[config.mk]
export PLATFORM = sky130hd
export DESIGN_NAME = capture_wr_ctrl
export DESIGN_NICKNAME = d
export VERILOG_FILES = /design/src/rtl/capture_wr_ctrl.sv
export SDC_FILE = /design/constraint.sdc
export NUM_CORES = 1
export LEC_CHECK = 0
export ABC_AREA = 1
export CAP_MARGIN = 0
export CORE_AREA = 2 2 398 400
export CTS_CLUSTER_SIZE = 30
export DETAILED_ROUTE_END_ITERATION = 7
export DIE_AREA = 0 0 400 402
export GPL_TIMING_DRIVEN = 0
export SLEW_MARGIN = 15
export SYNTH_ARGS = -nofsm -noshare
export SYNTH_HDL_FRONTEND = slang
export SYNTH_SLANG_ARGS = --single-unit
[constraint.sdc]
create_clock -name clk -period 5.45 [get_ports clk]
set_input_delay 0.545 -clock clk [delete_from_list [all_inputs] [get_ports clk]]
set_output_delay 0.545 -clock clk [all_outputs]
set_load 0.05 [all_outputs]
[src/rtl/capture_wr_ctrl.sv]
// capture_wr_ctrl: picks one lane out of a multi-lane ADC beat stream, decimates it and
// writes the kept words to a capture memory. An optional trigger can hold off the capture.
//
// Ports
//   clk, rst_n       single clock, asynchronous active-low reset
//   data_in          LANES*DATA_W ADC beat, lane k at [k*DATA_W +: DATA_W]
//   data_vld         data_in beat valid
//   cfg_lane_sel     lane to capture (out-of-range selects lane 0 and flags err_lane)
//   cfg_cap_len      number of words to capture, 0..2^ADDR_W
//   cfg_decim        keep 1 of every cfg_decim+1 candidate beats
//   cfg_trig_en      wait for trig before capturing
//   cap_start        start pulse (accepted in idle only)
//   cap_abort        abort pulse (wins over cap_start)
//   trig             capture trigger
//   mem_wr_en        memory write strobe
//   mem_wr_addr      memory write address
//   mem_wr_data      memory write data
//   cap_busy         waiting for trigger or capturing
//   cap_done         one-cycle completion pulse
//   cap_wr_cnt       words written in the current/last capture
//   err_lane         sticky illegal-lane flag, cleared on the next start
`timescale 1ns/1ps

module capture_wr_ctrl #(
    parameter int unsigned DATA_W = 96,
    parameter int unsigned LANES  = 9,
    parameter int unsigned ADDR_W = 12
) (
    input  logic                    clk,
    input  logic                    rst_n,
    input  logic [LANES*DATA_W-1:0] data_in,
    input  logic                    data_vld,
    input  logic [3:0]              cfg_lane_sel,
    input  logic [ADDR_W:0]         cfg_cap_len,
    input  logic [3:0]              cfg_decim,
    input  logic                    cfg_trig_en,
    input  logic                    cap_start,
    input  logic                    cap_abort,
    input  logic                    trig,
    output logic                    mem_wr_en,
    output logic [ADDR_W-1:0]       mem_wr_addr,
    output logic [DATA_W-1:0]       mem_wr_data,
    output logic                    cap_busy,
    output logic                    cap_done,
    output logic [ADDR_W:0]         cap_wr_cnt,
    output logic                    err_lane
);

    localparam int unsigned CntW = ADDR_W + 1;

    typedef enum logic [1:0] {StIdle, StWaitTrig, StCapture, StDone} state_t;

    state_t              state_q, state_d;
    logic [3:0]          lane_q, lane_d;
    logic [ADDR_W:0]     len_q, len_d;
    logic [3:0]          decim_q, decim_d;
    logic [3:0]          dec_cnt_q, dec_cnt_d;
    logic [ADDR_W:0]     wr_cnt_q, wr_cnt_d;
    logic                err_q, err_d;
    logic                wr_en_q, wr_en_d;
    logic [ADDR_W-1:0]   wr_addr_q, wr_addr_d;
    logic [DATA_W-1:0]   wr_data_q, wr_data_d;

    logic [DATA_W-1:0]   lane_word;
    logic                lane_bad;
    logic                cand;
    logic [ADDR_W:0]     cnt_inc;

    // Lane mux; lane_q is always in range because bad selects are mapped to lane 0.
    always_comb begin
        lane_word = data_in[DATA_W-1:0];
        for (int unsigned k = 1; k < LANES; k++) begin
            if (lane_q == 4'(k)) begin
                lane_word = data_in[k*DATA_W +: DATA_W];
            end
        end
    end

    assign lane_bad = (32'(cfg_lane_sel) >= LANES);
    assign cnt_inc  = wr_cnt_q + CntW'(1);

    // A candidate beat is any valid beat while capturing, or the beat that arrives together
    // with the trigger. An abort in the same cycle kills it, so no write is left pending.
    assign cand = data_vld && !cap_abort &&
                  ((state_q == StCapture) || ((state_q == StWaitTrig) && trig));

    always_comb begin
        state_d   = state_q;
        lane_d    = lane_q;
        len_d     = len_q;
        decim_d   = decim_q;
        dec_cnt_d = dec_cnt_q;
        wr_cnt_d  = wr_cnt_q;
        err_d     = err_q;
        wr_en_d   = 1'b0;
        wr_addr_d = wr_addr_q;
        wr_data_d = wr_data_q;

        case (state_q)
            StIdle: begin
                if (cap_start && !cap_abort) begin
                    lane_d    = lane_bad ? 4'd0 : cfg_lane_sel;
                    err_d     = lane_bad;
                    len_d     = cfg_cap_len;
                    decim_d   = cfg_decim;
                    dec_cnt_d = 4'd0;
                    wr_cnt_d  = '0;
                    if (cfg_cap_len == '0) begin
                        state_d = StDone;
                    end else if (cfg_trig_en) begin
                        state_d = StWaitTrig;
                    end else begin
                        state_d = StCapture;
                    end
                end
            end
            StWaitTrig: begin
                if (cap_abort) begin
                    state_d = StIdle;
                end else if (trig) begin
                    state_d = StCapture;
                end
            end
            StCapture: begin
                if (cap_abort) begin
                    state_d = StIdle;
                end
            end
            StDone: begin
                state_d = StIdle;
            end
            default: begin
                state_d = StIdle;
            end
        endcase

        if (cand) begin
            dec_cnt_d = (dec_cnt_q == decim_q) ? 4'd0 : dec_cnt_q + 4'd1;
            if (dec_cnt_q == 4'd0) begin
                wr_en_d   = 1'b1;
                wr_addr_d = wr_cnt_q[ADDR_W-1:0];
                wr_data_d = lane_word;
                wr_cnt_d  = cnt_inc;
                // Last write issued: leave capture now so no further beat can be kept.
                if (cnt_inc == len_q) begin
                    state_d = StDone;
                end
            end
        end
    end

    always_ff @(posedge clk or negedge rst_n) begin
        if (!rst_n) begin
            state_q   <= StIdle;
            lane_q    <= 4'd0;
            len_q     <= '0;
            decim_q   <= 4'd0;
            dec_cnt_q <= 4'd0;
            wr_cnt_q  <= '0;
            err_q     <= 1'b0;
            wr_en_q   <= 1'b0;
            wr_addr_q <= '0;
            wr_data_q <= '0;
        end else begin
            state_q   <= state_d;
            lane_q    <= lane_d;
            len_q     <= len_d;
            decim_q   <= decim_d;
            dec_cnt_q <= dec_cnt_d;
            wr_cnt_q  <= wr_cnt_d;
            err_q     <= err_d;
            wr_en_q   <= wr_en_d;
            wr_addr_q <= wr_addr_d;
            wr_data_q <= wr_data_d;
        end
    end

    assign mem_wr_en   = wr_en_q;
    assign mem_wr_addr = wr_addr_q;
    assign mem_wr_data = wr_data_q;
    assign cap_busy    = (state_q == StWaitTrig) || (state_q == StCapture);
    assign cap_done    = (state_q == StDone);
    assign cap_wr_cnt  = wr_cnt_q;
    assign err_lane    = err_q;

endmodule

After elaboration in Yosys (flattened, before gate mapping)
Index checks and enable logic that the tools add are counted.
Cells by class
  $add $sub $neg: 2
  $lt $le $gt $ge: 1
  equality and inequality tests: 13
  mux-type cells: 29
  reductions and logical operators: 15
Operator list (count)
  $mux 96: 8
  $mux 13: 4
  $mux 4: 5
  $mux 2: 9
  $eq 4x3->1 const B: 4
  $add 13x1->13 const B: 1
  $eq 13x13->1: 1
  $logic_not 13->1: 1
  $eq 4x2->1 const B: 2
  $pmux 2 s4: 1
  $reduce_and 2->1: 3
  $add 4x1->4 const B: 1
  $eq 2x2->1 const B: 2
  $eq 4x1->1 const B: 1
  $eq 4x4->1: 1
  $eq 4x4->1 const B: 1
  $ge 4x4->1 const B: 1
  $logic_and 1x1->1: 4
  $logic_not 4->1: 1
  $reduce_bool 2->1: 2
  $eq 2x1->1 const B: 1
  $logic_not 2->1: 1
  $logic_or 1x1->1: 2
  $mux 1: 2
  $logic_not 1->1: 1
Word-level totals
  register bits: 150
  input port bits: 892
  output and inout port bits: 125
  word-level logic and storage cells: 70

Logic depth before layout (Yosys ltp)
  depth after elaboration: 9
  gate-level depth with buffers: 16
  mapped depth without buffers: 15

Worst setup path after synthesis
OpenSTA, ideal clock, no wires.
  path kind: reg-to-reg
  start point: register wr_cnt_q[0], in the netlist cap_wr_cnt[0]
  end point: register state_q[0]
  library setup time: 0.066 ns
  arrival time: 1.996 ns
  required time: 5.384 ns
  setup slack: 3.387 ns
  stages on the path, launching flop included: 11
  clock period less this slack: 2.063 ns
  cell sequence: dfrtp_1 > ha_1 > inv_1 > nor2_1 > nand3_1 > inv_1 > nand2_1 > xor2_1 > xnor2_1 > nand4_1 > nand2_1
On the way
  longest elaborated chain between the ends: 5
Ends and longest elaborated chain
  start: declaration: RTL line 58  | logic [ADDR_W:0] wr_cnt_q, wr_cnt_d;
  start signal: assignment: RTL line 170  | wr_cnt_q <= wr_cnt_d;
  $add 13x1->13: RTL line 80  | assign cnt_inc = wr_cnt_q + CntW'(1);
  $eq 13x13->1: RTL line 145  | if (cnt_inc == len_q) begin
  $mux 2: RTL line 145
  $mux 2: RTL line 139  | if (dec_cnt_q == 4'd0) begin
  $mux 2: RTL line 137  | if (cand) begin
  named net state_d[0]: RTL line 53  | state_t state_q, state_d;
  end signal: assignment: RTL line 154  | state_q <= StIdle;
  end signal: assignment: RTL line 165  | state_q <= state_d;
  end: declaration: RTL line 53
The timed path passes the listed nets, and every way through them passes these cells.
A chain may end at the register's enable or synchronous reset.

Worst setup path after layout
  start point: register lane_q[3]
  end point: register wr_data_q[24], in the netlist mem_wr_data[24]
On the way
  longest elaborated chain between the ends: 9
Ends and longest elaborated chain
  start: declaration: RTL line 54  | logic [3:0] lane_q, lane_d;
  start signal: assignment: RTL line 166  | lane_q <= lane_d;
  $eq 4x1->1: RTL line 73  | if (lane_q == 4'(k)) begin
  $mux 96 (7 in a row): RTL line 73
  $mux 96 (*): RTL line 73
  end signal: assignment: RTL line 174  | wr_data_q <= wr_data_d;
  end: declaration: RTL line 62  | logic [DATA_W-1:0] wr_data_q, wr_data_d;
Mark *: on every way between the ends. The rest lies on a longest branch, timed or not.

==> metrics.txt <==
post-route DRC violation count 0; root buffer cell clkbuf_16; Die X-Extent 400 um; total overflow reported by the global router 0; Static Leak 0.0137 uW; Die Footprint 161000 um2; relative slew slack 20.2%; buffers inserted during post-CTS setup optimization 0; Clock H-tree levels 4; via count of the first global-routing pass 24000; Syn Std Cell Area 16100 um2; Clk pin slew, worst setup/hold paths 90 ps; Post-Route WL 198000 um; CP cell instances buf_2, nor3_4, inv_2, clkbuf_1, or2_0, nand3_1, nand2_1, nand2_1, nand2_1, nand2_1, nand2_1, nand2_1, nand2_1; post-cts gate resize count 0; mean routed wirelength per cell 32.4 um; r2r startpoint lane_q[3]; Core Footprint 157000 um2; Cell Count, Final, Fillers Out 6115; Cell Rows 146; Port Buffer Count 1016; average footprint of a synthesized cell 5.44 um2; initial cell density of the core 10.2%; result of the run finished clean; Final #Nets 4896; cell depth of the worst flop-to-flop path 13; Critical Path Slowest Stage Cell nor3_4; worst slack on hold paths 46.0 ps; dominant cell type by count on the critical path nand2_1; worst hold path class input pin to async pin; share of cells above drive strength 1 4.14%; top achievable clock speed 243 MHz; post-placement cell area 28900 um2; FF+latch count, synth 150; global-route wire length before repair 246000 um; layout overhead on the synthesized area 84.1%; Pwr per Cell Area 531 nW/um2; total CTS buffers 17; final number of setup-violating endpoints 0; antenna violation net count after detailed routing 0; start-to-end type of the worst setup path flip-flop to flip-flop; post-route cell area 29600 um2; share of flip-flops with an asynchronous set or reset after synthesis 100%; number of library cell types mapped by synthesis 35; post-synth top area cell nand2_1; timing startpoint of the critical path lane_q[3]; Max Clock Skew 25.7 ps; Post-Syn Instances 2960; largest stage delay on the critical path 700 ps; final max-slew violation count 0; R2R Path End mem_wr_data[24]; utilization of the core after routing 18.9%; number of enable flip-flop cells after synthesis 0; ports placed on the boundary 1017; crit share post-route 75.4%; maximum number of pins on one net before global-route repair 91; Tmin final 4110 ps; total placed cells including tap cells 6049; total routing usage reported by global routing 23.8%; share of Yosys cell area claimed by the top area cell type 27.9%; Primary FF master, synth dfrtp_1; number of antenna violations at the first check in global routing 100; largest cells by area after synthesis nand2_1 28%, dfrtp_1 23%, nand3_1 11%, nor2_1 7.0%, inv_1 6.2%; synthesized net count 3859; vias per cell 4.03; CTS tree yes; routability-driven placement congestion ratio 1.01; startpoint type of the worst setup path flip-flop; setup repair after global routing missed its margin no; endpoint class of the critical path flip-flop; die extent in y 402 um; actual transition at the worst max-transition pin 1200 ps; total iterations of the first detailed-routing run 6; sequential cell area fraction in the yosys report 23.3%; via count 24600; clock sink count 150; synth warn 0; Post-DP HPWL 173000 um; maximum fanout along the worst path 10; critical path data required time 5870 ps; most frequent standard cell in the layout excluding fill and tap cells nand2_1; insertion delay to the later sink of the worst-skew pair 530 ps; final hold violation count 0; data arrival time at the worst-slack endpoint 4530 ps; Post-CTS Hold Buffers 0; Longest Clk Path Bufs 2; worst-case vdd ir drop 0.000276 V; max cap viols 0; flop2flop setup slack 1340 ps; Iteration-0 DRC Markers 2293; top library cells by usage in the layout, fill and taps aside 1194 x nand2_1, 1015 x clkdlybuf4s50_1, 346 x nand3_1
==> cell usage after synthesis, types with 22 or more instances <==
cell type and number:
nor2_1 298, nand3_1 346, o21ai_0 109, buf_2 84
nand2_1 1194, nand3b_1 40, clkbuf_1 100, dfrtp_1 150
o21bai_1 22, a21oi_1 107, or2_0 66, o21ai_1 34
inv_1 265
==> kinds of logic after synthesis <==
| kind of cell | share of synthesized area [%] |
|---|---|
| AND/OR/NAND/NOR | 52.5 |
| buffers and inverters | 12.3 |
| AO/OA/AOI/OAI | 10.3 |
| flip-flops | 23.3 |
| XOR/XNOR | 0.980 |
| adder cells (fa/ha/maj) | 0.544 |
==> area by class of cell <==
class,instances,area [um2]
Fill cell,18300,127000
Multi-Input combinational cell,2331,10400
Timing Repair Buffer,1018,10200
Sequential cell,150,3750
Tap cell,2072,2590
Inverter,271,1020
Buffer,208,973
Clock buffer,17,425
Clock inverter,15,209
Antenna cell,33,82.6
==> worst max path at each step <==
stage,cells after the start,end,slack (ps)
final,13,mem_wr_data[24],1340
after global routing,10,mem_wr_data[42],1010
after CTS,10,mem_wr_data[42],1090
after detailed placement,9,mem_wr_data[42],780
after global placement,1,mem_wr_data[92],-3950
after floorplan,10,state_q[0],3390
==> critical path: cells and delay by family, from the launching register on <==
kind	cells	cell delay [ps]
AND/OR/NAND/NOR	10	2580
flip-flops	1	360
buffers and inverters	3	1020
==> power breakdown <==
| part | switching [uW] | internal, uW | leakage [uW] |
|---|---|---|---|
| registers | 333 | 1570 | 0.00191 |
| clock network | 712 | 668 | 0.000305 |
| logic | 9360 | 3090 | 0.0115 |
==> sequential cells by signal (all words and copies together) (netlist names), 2 cells and up <==
| register | cells |
|---|---|
| cap_wr_cnt | 13 |
| decim_q | 4 |
| mem_wr_addr | 12 |
| state_q | 2 |
| mem_wr_data | 96 |
| dec_cnt_q | 4 |
| len_q | 13 |
| lane_q | 4 |
==> per-layer routing <==
metal | wire [um] | global-route usage [%]
met1 | 84600 | 30.4
met2 | 92300 | 39.3
met3 | 14000 | 4.90
met4 | 7220 | 8.59
met5 | 191 | 0
==> through the flow <==
step / setup slack (ps) / setup TNS, ps / total power [uW]
2_1_floorplan: 3390 / 0 / 7370
3_3_place_gp: -3950 / -578220 / 14500
3_5_place_dp: 776 / 0 / 14500
4_1_cts: 1090 / 0 / 16000
5_1_grt: 1010 / 0 / 16700
6_report: 1340 / 0 / 15700
(Power assumes the default switching activity.)
==> RTL edit, RTL diff (config.mk and constraints unchanged) <==
The parameter `ADDR_W` goes from 12 to 11.
--- a/src/rtl/capture_wr_ctrl.sv
+++ b/src/rtl/capture_wr_ctrl.sv
@@ -24,7 +24,7 @@
 module capture_wr_ctrl #(
     parameter int unsigned DATA_W = 96,
     parameter int unsigned LANES  = 9,
-    parameter int unsigned ADDR_W = 12
+    parameter int unsigned ADDR_W = 11
 ) (
     input  logic                    clk,
     input  logic                    rst_n,
Ports: changed (resized cap_wr_cnt, cfg_cap_len and mem_wr_addr); port bits go from 1017 to 1014. The function was not compared with the original's and may differ.
==> RTL edit against the original RTL <==
  * Power rose by 0.35%
  * Routed wire length fell by 2.6%
  * Final area fell by 0.64%
  * Largest power group unchanged
  * Clock power fell by 9%
  * Largest cell class unchanged
  * Worst setup slack got worse by 160 ps
  * Sequential share of layout area fell by 0.17 points
  * Core utilization fell by 0.12 points
  * Synthesized area fell by 0.82%
  * Maximum frequency fell by 3.8%
  * Sequential cell count fell by 3
  * Critical endpoint is now mem_wr_data[0]$_DFFE_PN0P_
  * Highest routed layer unchanged
  * Die area did not move
==> RTL edit: results (changes against the original RTL) <==
Slew headroom 21.5% (+1.3 points); max reg flops 96 (unchanged); initial antenna violation count 69 (-31%); multi-input gates 2339 (+0.34%); NonClk Buf Share 37.8% (about the same); first-pass GRT wire length 241000 um (-2.3%); Lkg Pwr 13.6 nW (-0.19%); outcome completed; Worst path slowest cell o21bai_1; Max Buffers Root-to-Sink 2 (unchanged); Post-Syn Nets 3880 (+0.54%); hpwl dp 173000 um (-0.46%); clock latency at the later pin of the worst-skew pair 490 ps (-40 ps); Top delay family on crit path compound AO/OA/AOI/OAI gates; H-Tree Depth 4 (unchanged); # fillers 18200 (-0.33%); CLK BUF 18 (+1); crit path max fanout 10 (unchanged); ranking of synthesized cells by area nand2_1 29%, dfrtp_1 23%, nand3_1 12%; FF+latch area 3680 sq um (-2.0%); DR vias 24500 (-0.64%); Reg clk slew, reported paths 80 ps; Max VDD drop 246 uV (-11%); Pre-Repair DR Iteration Count 6 (unchanged); Routed Antenna Nets 0 (unchanged); flops & latches, synth 147 (-2.0%); Root Buffer clkbuf_16; global placement routability congestion 1.06 (+5.5%); final cell area excluding filler cells 29400 sq um (-0.64%); skew final 16.1 ps (-9.68 ps); area of the multi-input gates 10300 sq um (-0.48%); Post-synth top flop dfrtp_1; final antenna diode count 32 (-3.0%); Post-CTS Resized 0 (unchanged); Seq/Total Area, Yosys 23.1% (-0.28 points); number of port buffers 1013 (-0.30%); total CTS buffers 17 (unchanged); ys async rst share 100% (unchanged); Tightest Hold Check Type input port to asynchronous set/reset pin; Iter 0 DRT Violations 2126 (-7.3%); placed insts 6069 (+0.33%); WL per Instance 31.5 um (-2.9%); Yosys cell types 35 (unchanged); ratio of cells with drive above 1 in the final layout 4.09% (-0.045 points); count of non-CTS buffers in the layout 1226 (unchanged); largest net degree at the start of global routing 76 (-16%); Routed WL 193000 um (-2.6%); Largest stage delay, worst path 960 ps (+260 ps); GRT Total Usage 23.2% (-0.60 points); Layout clock area frac 2.01% (-0.13 points); Mean Syn Cell Area 5.35 sq um (-1.6%); Final nets 4915 (+0.39%); top cells by count, synth 1229 x nand2_1, 367 x nand3_1, 279 x inv_1; invs w/o clock 286 (+5.5%); WP data arrival 4700 ps (+170 ps); synth warn 0 (unchanged)
[RTL edit: repair_timing]
action                                  CTS  global route
buffers inserted                          0             0
hold buffers                              1             0
hold endpoints to repair                 14             0
endpoints found under the setup margin    0             0
[RTL edit: cells by family after synthesis]
| kind of cell | after synthesis | share of synthesized area [%] |
|---|---|---|
| buf+inv | 496 | 12.4 |
| flops | 147 | 23.1 |
| fa+ha+maj | 7 | 0.549 |
| simple gates | 2028 | 53.6 |
| compound gates | 286 | 9.39 |
| xor+xnor | 18 | 0.988 |
[RTL edit: final timing paths]
check                                      startpoint                     endpoint  slack, ps  cells past startpoint
max                             lane_q[3]$_DFFE_PN0P_   mem_wr_data[0]$_DFFE_PN0P_       1180                     10
min                                             rst_n  mem_wr_data[43]$_DFFE_PN0P_        480                      2
max reg2reg                     lane_q[3]$_DFFE_PN0P_   mem_wr_data[0]$_DFFE_PN0P_       1180                     10
min reg2reg                mem_wr_data[8]$_DFFE_PN0P_   mem_wr_data[8]$_DFFE_PN0P_        480                      2
max in group asynchronous                       rst_n  mem_wr_data[61]$_DFFE_PN0P_       3970                      4
min in group clk           mem_wr_data[8]$_DFFE_PN0P_   mem_wr_data[8]$_DFFE_PN0P_        480                      2
[RTL edit: stage by stage]
step                setup TNS [ps]  setup WS (ps)
floorplan                        0           3400
global placement           -447610          -3070
detailed placement               0            870
CTS                              0            843
global route                     0            890
finish                           0           1180
[RTL edit: report_power, final]
part           leakage (nW)  switching (mW)  internal, mW
Clock                 0.285           0.610         0.653
Combinational          11.5            9.65          3.05
Sequential             1.88           0.301          1.53
[RTL edit: routing by layer]
metal	part of all wire, %	GRT usage (%)	vias to the layer above
li1	-	-	11400
met1	41	28.3	11700
met2	49	40.9	1194
met3	6.0	3.76	197
met4	3.7	8.00	12
met5	0.043	0	-
